==> config.mk <==
export PLATFORM = sky130hd
export DESIGN_NAME = ula_multiciclo_flat
export DESIGN_NICKNAME = d
export VERILOG_FILES = /design/src/rtl/ula_pkg.sv /design/src/rtl/ula_multiciclo_if.sv /design/src/rtl/ula_fatia.sv /design/src/rtl/ula_multiciclo.sv /design/src/flat_wrapper.sv
export SDC_FILE = /design/constraint.sdc
export NUM_CORES = 1
export LEC_CHECK = 0
export CORE_MARGIN = 5
export CORE_UTILIZATION = 45
export CTS_CLUSTER_SIZE = 14
export DETAILED_ROUTE_END_ITERATION = 8
export PLACE_DENSITY_LB_ADDON = 0.12
export RECOVER_POWER = 25
export SYNTH_ARGS = -nofsm -noshare
export SYNTH_HDL_FRONTEND = slang
export SYNTH_SLANG_ARGS = --single-unit
export TNS_END_PERCENT = 30
==> constraint.sdc <==
create_clock -name clk -period 3.9 [get_ports clk]
set_input_delay 0.39 -clock clk [delete_from_list [all_inputs] [get_ports clk]]
set_output_delay 0.39 -clock clk [all_outputs]
set_load 0.03 [all_outputs]
==> src/rtl/ula_pkg.sv <==
// Shared constants, state type and sizing helper for the multi-cycle 74181-style ALU.
package ula_pkg;

  // Function selects (74181 encoding); ULA_SUB and ULA_XOR share a code, M picks the meaning
  localparam logic [3:0] ULA_A    = 4'b0000;
  localparam logic [3:0] ULA_SUB  = 4'b0110;
  localparam logic [3:0] ULA_XOR  = 4'b0110;
  localparam logic [3:0] ULA_SOMA = 4'b1001;
  localparam logic [3:0] ULA_AND  = 4'b1011;
  localparam logic [3:0] ULA_OR   = 4'b1110;
  localparam logic [3:0] ULA_DEC  = 4'b1111;

  localparam logic MODO_LOGICO = 1'b0;
  localparam logic MODO_ARIT   = 1'b1;

  typedef enum logic [1:0] {
    IDLE = 2'd0,
    RUN  = 2'd1,
    DONE = 2'd2
  } estado_t;

  function automatic int unsigned cnt_width(input int unsigned n);
    if (n <= 1) return 1;
    return $clog2(n);
  endfunction

endpackage

==> src/rtl/ula_multiciclo_if.sv <==
// Operand/result valid-ready bundle between the operand source, the ALU and the result sink.
interface ula_multiciclo_if #(
  parameter int unsigned WIDTH = 16
);
  logic             in_valid;
  logic             in_ready;
  logic [WIDTH-1:0] A;
  logic [WIDTH-1:0] B;
  logic [3:0]       S;
  logic             M;
  logic             carry_in;
  logic             out_valid;
  logic             out_ready;
  logic [WIDTH-1:0] F;
  logic             carry_out;
  logic             equal;
  logic             zero;

  modport master (
    output in_valid, A, B, S, M, carry_in, out_ready,
    input  in_ready, out_valid, F, carry_out, equal, zero
  );

  modport slave (
    input  in_valid, A, B, S, M, carry_in, out_ready,
    output in_ready, out_valid, F, carry_out, equal, zero
  );
endinterface

==> src/rtl/ula_fatia.sv <==
// Combinational SLICE-bit slice with the 74181 active-high function table, carry active-high.
module ula_fatia
  import ula_pkg::*;
#(
  parameter int unsigned SLICE = 4
) (
  input  logic [SLICE-1:0] i_a,
  input  logic [SLICE-1:0] i_b,
  input  logic [3:0]       i_s,
  input  logic             i_m,
  input  logic             i_carry,
  output logic [SLICE-1:0] o_f,
  output logic             o_carry
);

  logic [SLICE-1:0] w_x;
  logic [SLICE-1:0] w_y;
  logic [SLICE:0]   w_soma;

  // Every arithmetic entry is X + Y + carry; the logic entry is ~(X ^ Y) with carries suppressed
  assign w_x = i_a | (i_b & {SLICE{i_s[0]}}) | (~i_b & {SLICE{i_s[1]}});
  assign w_y = (i_a & i_b & {SLICE{i_s[3]}}) | (i_a & ~i_b & {SLICE{i_s[2]}});

  assign w_soma = {1'b0, w_x} + {1'b0, w_y} + {{SLICE{1'b0}}, i_carry};

  always_comb begin
    o_f     = ~(w_x ^ w_y);
    o_carry = 1'b0;
    if (i_m == MODO_ARIT) begin
      o_f     = w_soma[SLICE-1:0];
      o_carry = w_soma[SLICE];
    end
  end

endmodule

==> src/rtl/ula_multiciclo.sv <==
// Multi-cycle WIDTH-bit ALU: one SLICE-bit 74181 slice per clock, LSB first, carry chained.
module ula_multiciclo
  import ula_pkg::*;
#(
  parameter int unsigned WIDTH = 16,
  parameter int unsigned SLICE = 4
) (
  input  logic        clk,
  input  logic        rst_n,
  ula_multiciclo_if.slave io_ula
);

  localparam int unsigned N     = WIDTH / SLICE;
  localparam int unsigned CNT_W = cnt_width(N);

  if ((SLICE == 0) || ((WIDTH % SLICE) != 0)) begin : g_largura_invalida
    $error("ula_multiciclo: WIDTH must be a non-zero multiple of SLICE");
  end

  estado_t          r_estado;
  estado_t          w_prox;
  logic [WIDTH-1:0] r_a;
  logic [WIDTH-1:0] r_b;
  logic [WIDTH-1:0] r_f;
  logic [3:0]       r_s;
  logic             r_m;
  logic             r_carry;
  logic [CNT_W-1:0] r_cnt;
  logic             r_cout;
  logic             r_equal;
  logic             r_zero;

  logic             w_in_ready;
  logic             w_out_valid;
  logic             w_captura;
  logic             w_passo;
  logic             w_ultimo;
  logic [SLICE-1:0] w_fatia_f;
  logic             w_fatia_carry;
  logic [WIDTH+SLICE-1:0] w_f_concat;
  logic [WIDTH-1:0] w_f_desl;

  assign w_ultimo = (r_cnt == CNT_W'(N - 1));

  ula_fatia #(
    .SLICE (SLICE)
  ) u_fatia (
    .i_a     (r_a[SLICE-1:0]),
    .i_b     (r_b[SLICE-1:0]),
    .i_s     (r_s),
    .i_m     (r_m),
    .i_carry (r_carry),
    .o_f     (w_fatia_f),
    .o_carry (w_fatia_carry)
  );

  // New slice enters at the top; after N steps slice 0 has reached bit 0
  assign w_f_concat = {w_fatia_f, r_f};
  assign w_f_desl   = w_f_concat[WIDTH+SLICE-1:SLICE];

  always_ff @(posedge clk or negedge rst_n) begin
    if (!rst_n) begin
      r_estado <= IDLE;
    end else begin
      r_estado <= w_prox;
    end
  end

  always_comb begin
    w_prox      = r_estado;
    w_in_ready  = 1'b0;
    w_out_valid = 1'b0;
    w_captura   = 1'b0;
    w_passo     = 1'b0;
    unique case (r_estado)
      IDLE: begin
        w_in_ready = 1'b1;
        if (io_ula.in_valid) begin
          w_captura = 1'b1;
          w_prox    = RUN;
        end
      end
      RUN: begin
        w_passo = 1'b1;
        if (w_ultimo) w_prox = DONE;
      end
      DONE: begin
        w_out_valid = 1'b1;
        w_in_ready  = io_ula.out_ready;
        if (io_ula.out_ready) begin
          if (io_ula.in_valid) begin
            w_captura = 1'b1;
            w_prox    = RUN;
          end else begin
            w_prox = IDLE;
          end
        end
      end
      default: w_prox = IDLE;
    endcase
  end

  always_ff @(posedge clk or negedge rst_n) begin
    if (!rst_n) begin
      r_a     <= '0;
      r_b     <= '0;
      r_f     <= '0;
      r_s     <= '0;
      r_m     <= 1'b0;
      r_carry <= 1'b0;
      r_cnt   <= '0;
      r_cout  <= 1'b0;
      r_equal <= 1'b0;
      r_zero  <= 1'b0;
    end else if (w_captura) begin
      r_a     <= io_ula.A;
      r_b     <= io_ula.B;
      r_s     <= io_ula.S;
      r_m     <= io_ula.M;
      r_carry <= (io_ula.M == MODO_ARIT) ? io_ula.carry_in : 1'b0;
      r_cnt   <= '0;
    end else if (w_passo) begin
      r_a     <= r_a >> SLICE;
      r_b     <= r_b >> SLICE;
      r_f     <= w_f_desl;
      r_carry <= w_fatia_carry;
      r_cnt   <= w_ultimo ? '0 : r_cnt + CNT_W'(1);
      if (w_ultimo) begin
        r_cout  <= w_fatia_carry;
        r_equal <= &w_f_desl;
        r_zero  <= ~|w_f_desl;
      end
    end
  end

  assign io_ula.in_ready  = w_in_ready;
  assign io_ula.out_valid = w_out_valid;
  assign io_ula.F         = r_f;
  assign io_ula.carry_out = r_cout;
  assign io_ula.equal     = r_equal;
  assign io_ula.zero      = r_zero;

endmodule

==> src/flat_wrapper.sv <==
// flat-port wrapper written by rule: the top's interface ports become plain ports
module ula_multiciclo_flat import ula_pkg::*;
#(
  parameter int unsigned WIDTH = 16,
  parameter int unsigned SLICE = 4
)
  (clk, rst_n, io_ula_in_valid, io_ula_A, io_ula_B, io_ula_S, io_ula_M, io_ula_carry_in, io_ula_out_ready, io_ula_in_ready, io_ula_out_valid, io_ula_F, io_ula_carry_out, io_ula_equal, io_ula_zero);
  ula_multiciclo_if #(.WIDTH(WIDTH)) io_ula_i ();
  input  logic clk;
  input  logic rst_n;
  input wire logic [$bits(io_ula_i.in_valid)-1:0] io_ula_in_valid;
  input wire logic [$bits(io_ula_i.A)-1:0] io_ula_A;
  input wire logic [$bits(io_ula_i.B)-1:0] io_ula_B;
  input wire logic [$bits(io_ula_i.S)-1:0] io_ula_S;
  input wire logic [$bits(io_ula_i.M)-1:0] io_ula_M;
  input wire logic [$bits(io_ula_i.carry_in)-1:0] io_ula_carry_in;
  input wire logic [$bits(io_ula_i.out_ready)-1:0] io_ula_out_ready;
  output wire logic [$bits(io_ula_i.in_ready)-1:0] io_ula_in_ready;
  output wire logic [$bits(io_ula_i.out_valid)-1:0] io_ula_out_valid;
  output wire logic [$bits(io_ula_i.F)-1:0] io_ula_F;
  output wire logic [$bits(io_ula_i.carry_out)-1:0] io_ula_carry_out;
  output wire logic [$bits(io_ula_i.equal)-1:0] io_ula_equal;
  output wire logic [$bits(io_ula_i.zero)-1:0] io_ula_zero;
  assign io_ula_i.in_valid = io_ula_in_valid;
  assign io_ula_i.A = io_ula_A;
  assign io_ula_i.B = io_ula_B;
  assign io_ula_i.S = io_ula_S;
  assign io_ula_i.M = io_ula_M;
  assign io_ula_i.carry_in = io_ula_carry_in;
  assign io_ula_i.out_ready = io_ula_out_ready;
  assign io_ula_in_ready = io_ula_i.in_ready;
  assign io_ula_out_valid = io_ula_i.out_valid;
  assign io_ula_F = io_ula_i.F;
  assign io_ula_carry_out = io_ula_i.carry_out;
  assign io_ula_equal = io_ula_i.equal;
  assign io_ula_zero = io_ula_i.zero;
  ula_multiciclo #(.WIDTH(WIDTH), .SLICE(SLICE)) u_core (.clk(clk), .rst_n(rst_n), .io_ula(io_ula_i));
endmodule
* Word level (Yosys, flattened, before mapping)
Cells that the tools add are included.
Storage, ports and cells: bits in registers 61, word-level logic and storage cells 64, input port bits 42
Operators by class: reduce and logical (&&, ||, !) cells 8, mux-type cells 23, add/sub/neg operators 3, bitwise operators 13, eq/ne operators 6
Operators with widths (number):
- 16-bit 2-to-1 mux | 4
- 4-bit bitwise AND | 6
- 16-bit AND reduction | 1
- 16-bit OR reduction | 1
- 2-bit 2-to-1 mux | 6
- 4-bit bitwise OR | 3
- 1-bit 2-to-1 mux | 9
- 4-bit inverter | 2
- 2-bit case mux with 3 select lines | 1
- 3-bit AND reduction | 2
- 4-bit by 4-bit adder with 5-bit output | 1
- 5-bit by 1-bit adder with 5-bit output | 1
- 2-bit == test, second input constant | 2
- 4-bit 2-to-1 mux | 1
- 2-bit != test, second input constant | 2
- 1-bit case mux with 2 select lines | 2
- 4-bit bitwise XOR | 1
- 2-bit by 1-bit adder with 2-bit output, second input constant | 1
- 2-bit by 1-bit == test with 1-bit output, second input constant | 1
- 2-bit zero test | 1
- 2-bit by 1-bit != test with 1-bit output, second input constant | 1
- 2-bit AND reduction | 1
- 2-bit nonzero test | 1
- 1-bit zero test | 1
- 1-bit inverter | 1

* Longest topological paths before layout
word-level depth 9, mapped depth 8

* Cells and area by module
A second synthesis with hierarchy kept.
Unflattened totals: cells, all modules 275, area total of the unflattened synthesis 3066.7 µm²
By module, submodules not included:
- ula_multiciclo | area an instance 2752.6 µm², cells each 237, times used 1
- ula_fatia | area an instance 314.1 µm², cells each 38, times used 1

* Worst setup path after synthesis
Ideal clock, no wire load.
path kind flip-flop to flip-flop, start point register u_core.r_s[1], end point register u_core.r_zero (netlist: u_core.io_ula.zero), cell stages (with the launch flop) 9, setup slack 1549 ps, clock period less this slack 2351 ps, arrival 2229 ps, required time 3778 ps, setup time 122 ps, path through dfrtp_1 > nor2b_1 > a211o_1 > fa_1 > fa_1 > nand2b_1 > xnor2_1 > a21boi_0 > a32o_1
Between the ends: cells in the longest elaborated chain, start to end 7
Ends and longest elaborated chain:
- start, declared | line ula_multiciclo.sv:25 | logic [3:0] r_s;
- start signal, assigned | line ula_multiciclo.sv:118 | r_s <= io_ula.S;
- 4-bit bitwise AND * | line ula_fatia.sv:21 | assign w_x = i_a | (i_b & {SLICE{i_s[0]}}) | (~i_b & {SLICE{i_s[1]}});
- 4-bit bitwise OR * | line ula_fatia.sv:21
- 4-bit by 4-bit adder with 5-bit output / 4-bit bitwise XOR (equally long branches) | line ula_fatia.sv:24, ula_fatia.sv:27
- 5-bit by 1-bit adder with 5-bit output / 4-bit inverter (equally long branches) | line ula_fatia.sv:24, ula_fatia.sv:27
- 4-bit 2-to-1 mux * | line ula_fatia.sv:29 | if (i_m == MODO_ARIT) begin
- 16-bit OR reduction * | line ula_multiciclo.sv:131 | r_zero <= ~|w_f_desl;
- 1-bit zero test * | line ula_multiciclo.sv:131
- end signal, assigned | line ula_multiciclo.sv:131
- end, declared | line ula_multiciclo.sv:31 | logic r_zero;
Every way passes the cells marked *; elsewhere a longest branch is shown, timed or not. A chain may end at the register's enable or synchronous reset.

* Worst setup path in the final report
Ends and elaborated chain as after synthesis.

==> out/results.ini <==
[floorplan]
initial_core_util_pct=46.0
num_rows=29
die-height_um=90.3
core_area_um2=6310
dieWidth_um=90.3
io_pins=63
dieArea_um2=8150

[route]
wire_per_inst_um=14.4
ant_nets=0
drt_wl_total_um=6300
via_count=2267
drt_iter0_drc=157
drcViolationCount=0
firstDrtPassIters=4
via_per_inst=5.20

[final_layout]
post-route-util_pct=59.5
syn_to_final_growth_pct=29.5
fin_nets=404
fin_area_um2=3760
drive_gt1_share_pct=7.80
antenna-diode-count=0

[status]
status=completed

[logic_synthesis]
ys.warnings.count=0
yosys.area_share.simple_pct=19.4
synth.avg_cell_area_um2=9.77
netlist_top_cells_area=dfrtp_1 (53%), nand2_1 (12%), mux2i_1 (6.9%)
syn_area_um2=2900
synth-compound-area-share_pct=11.9
synth.largest_area_cell=dfrtp_1
synth_seq_cells=61
synth.top_cell.area_share_pct=52.6
synth_edf_count=0
synth_async_sr_flop_share_pct=100
synth_ff_type=dfrtp_1
synth.most_common_cell=nand2_1
synthXorXnorAreaFrac_pct=0.604
syn-num-nets=346
syn_inst=297
synth_common_cells=nand2_1 (94), dfrtp_1 (61), o21ai_0 (29), mux2i_1 (20), clkbuf_1 (12)
synth_top_family_by_area=simple AND/OR/NAND/NOR gates
ys_seq_area_share_pct=52.6
synth_fa_ha_area_share_pct=3.54
synth_cell_type_count=39
synthMuxAreaShare_pct=9.23

[critical_path]
startpoint_type=register
end_kind=register
crit_fanout=5
rrSetupSlack_ns=1.35
max_stage_delay_ns=0.44
path_cells=nor2b_1 > a211o_1 > fa_1 > fa_1 > nand2b_1 > xnor2_1 > a21boi_0 > a32o_1
reg2reg_from=u_core.r_s[1]$_DFFE_PN0P_
path_class=register to register
critical_path.slowest_cell=fa_1
cp.required_ns=4.17
crit_buf_inv=0
cpMostUsedCell=fa_1
cp.arrival_ns=2.82
r2r_cells=8
r2r-end=u_core.io_ula.zero$_DFFE_PN0P_
crit_family=adder cells

[pwr]
power_leakage_nw=1.70
p_total_mw=3.25
power_density_nw_per_um2=864
vdd_drop_max_uv=513

[timing]
hold_viol=0
skew_ns=0.00929
slew_viol_final=0
tightest_slew_ns=1.12
relSlewSlack_pct=25.4
fin_crit_sh_pct=65.3
grt_setup_unrepaired=false
fin_tns_setup_ns=0
finalSetupViolCount=0
fin_crit_ns=2.55
clock.fmax_ghz=0.393

[clocking]
clock-sinks=61
cts_tree=done
clk_pin_slew_ns=0.07
post-cts-setup-buffers=0
htree_levels=3
ctsLongestPathBuffers=2
cts.repair.resized=0
numCtsBuffers=9
cts_hold_buffers=0
clk_latency_ns=0.34
cts-root-buf=clkbuf_8

[global_routing]
grt_max_degree=49
antenna_found_initial=0
grt_pass1_vias=2085
grt_pass1_wl_um=10400
grt_use_total_pct=15.5
overflow=0

[placed_design]
gp_congestion=0.782
io_buffer_count=62
place_area_um2=3560
post-dp-hpwl_um=4350

[hold_path]
hold_class=input port to asynchronous set/reset pin

[job]
max_cap_viol_count=0

==> layer usage <==
metal  track usage, %  wire [um]
met2             22.7       2800
met3             4.42        332
met5                0          0
met1             22.3       3090
met4             4.84         73
==> metrics by stage <==
stage | instances | worst slack (ns) | hold slack, ns
after floorplan | 297 | 1.55 | 0.0944
after global placement | 421 | 1.44 | 0.373
after detailed placement | 421 | 1.39 | 0.375
after CTS | 436 | 1.36 | 0.00419
after global routing | 436 | 1.27 | 0.343
final | 436 | 1.35 | 0.248
==> cells by family (layout without fill, tap and decap cells) <==
logic type	Yosys count	after routing
and+or+nand+nor	128	128
muxes	26	26
AOI/OAI and AO/OA	55	55
buffers and inverters	18	80
adders and majority gates	7	7
DFF	61	61
xor gates and xnor gates	2	2
==> worst max-delay path by stage <==
stage,start,to,slack (ns),depth (start not counted)
floorplan,u_core.r_s[1]$_DFFE_PN0P_,u_core.io_ula.zero$_DFFE_PN0P_,1.55,8
global placement,u_core.r_s[1]$_DFFE_PN0P_,u_core.io_ula.zero$_DFFE_PN0P_,1.44,8
detailed placement,u_core.r_s[1]$_DFFE_PN0P_,u_core.io_ula.zero$_DFFE_PN0P_,1.39,8
CTS,u_core.r_s[1]$_DFFE_PN0P_,u_core.io_ula.zero$_DFFE_PN0P_,1.36,8
global route,u_core.r_s[1]$_DFFE_PN0P_,u_core.io_ula.zero$_DFFE_PN0P_,1.27,8
finish,u_core.r_s[1]$_DFFE_PN0P_,u_core.io_ula.zero$_DFFE_PN0P_,1.35,8
==> power by group <==
| group | total (mW) | switching, mW | internal, mW |
|---|---|---|---|
| combinational | 1.54 | 0.867 | 0.670 |
| clock | 0.564 | 0.240 | 0.324 |
| sequential | 1.15 | 0.246 | 0.899 |
| total | 3.25 | 1.35 | 1.89 |
==> registers in the layout (all words and copies together) (netlist names) <==
| signal | flops |
|---|---|
| u_core.io_ula.F | 16 |
| u_core.r_a | 16 |
| u_core.r_b | 16 |
| u_core.r_s | 4 |
| u_core.r_cnt | 2 |
| u_core.r_estado | 2 |
| u_core.io_ula.carry_out | 1 |
| u_core.io_ula.equal | 1 |
| u_core.io_ula.zero | 1 |
| u_core.r_carry | 1 |
| u_core.r_m | 1 |
==> final cells by class <==
class	count	area, um^2
tap	77	96.3
timing repair buffer	64	629
multi-input combinational	218	1300
clock buffer	11	151
sequential	61	1530
inverter	1	3.75
fill	600	2560
clock inverter	4	47.5
==> worst register-to-register path: stages (launching register included) <==
cell and delay, ns:
dfrtp_1 0.41, nor2b_1 0.14, a211o_1 0.26, fa_1 0.44, fa_1 0.40, nand2b_1 0.16
xnor2_1 0.27, a21boi_0 0.22, a32o_1 0.18
==> cells in the final DEF, fill, tap and decap left out, drive strengths merged, types with 5 or more instances in the layout <==
cell,count
clkbuf,12
o21ai,29
mux2i,20
ha,5
mux2,6
nand2,95
a21oi,5
dfrtp,61
a22oi,8
clkdlybuf4s50,61
nor2b,9
Note: power is estimated with default switching activity, not from simulation.
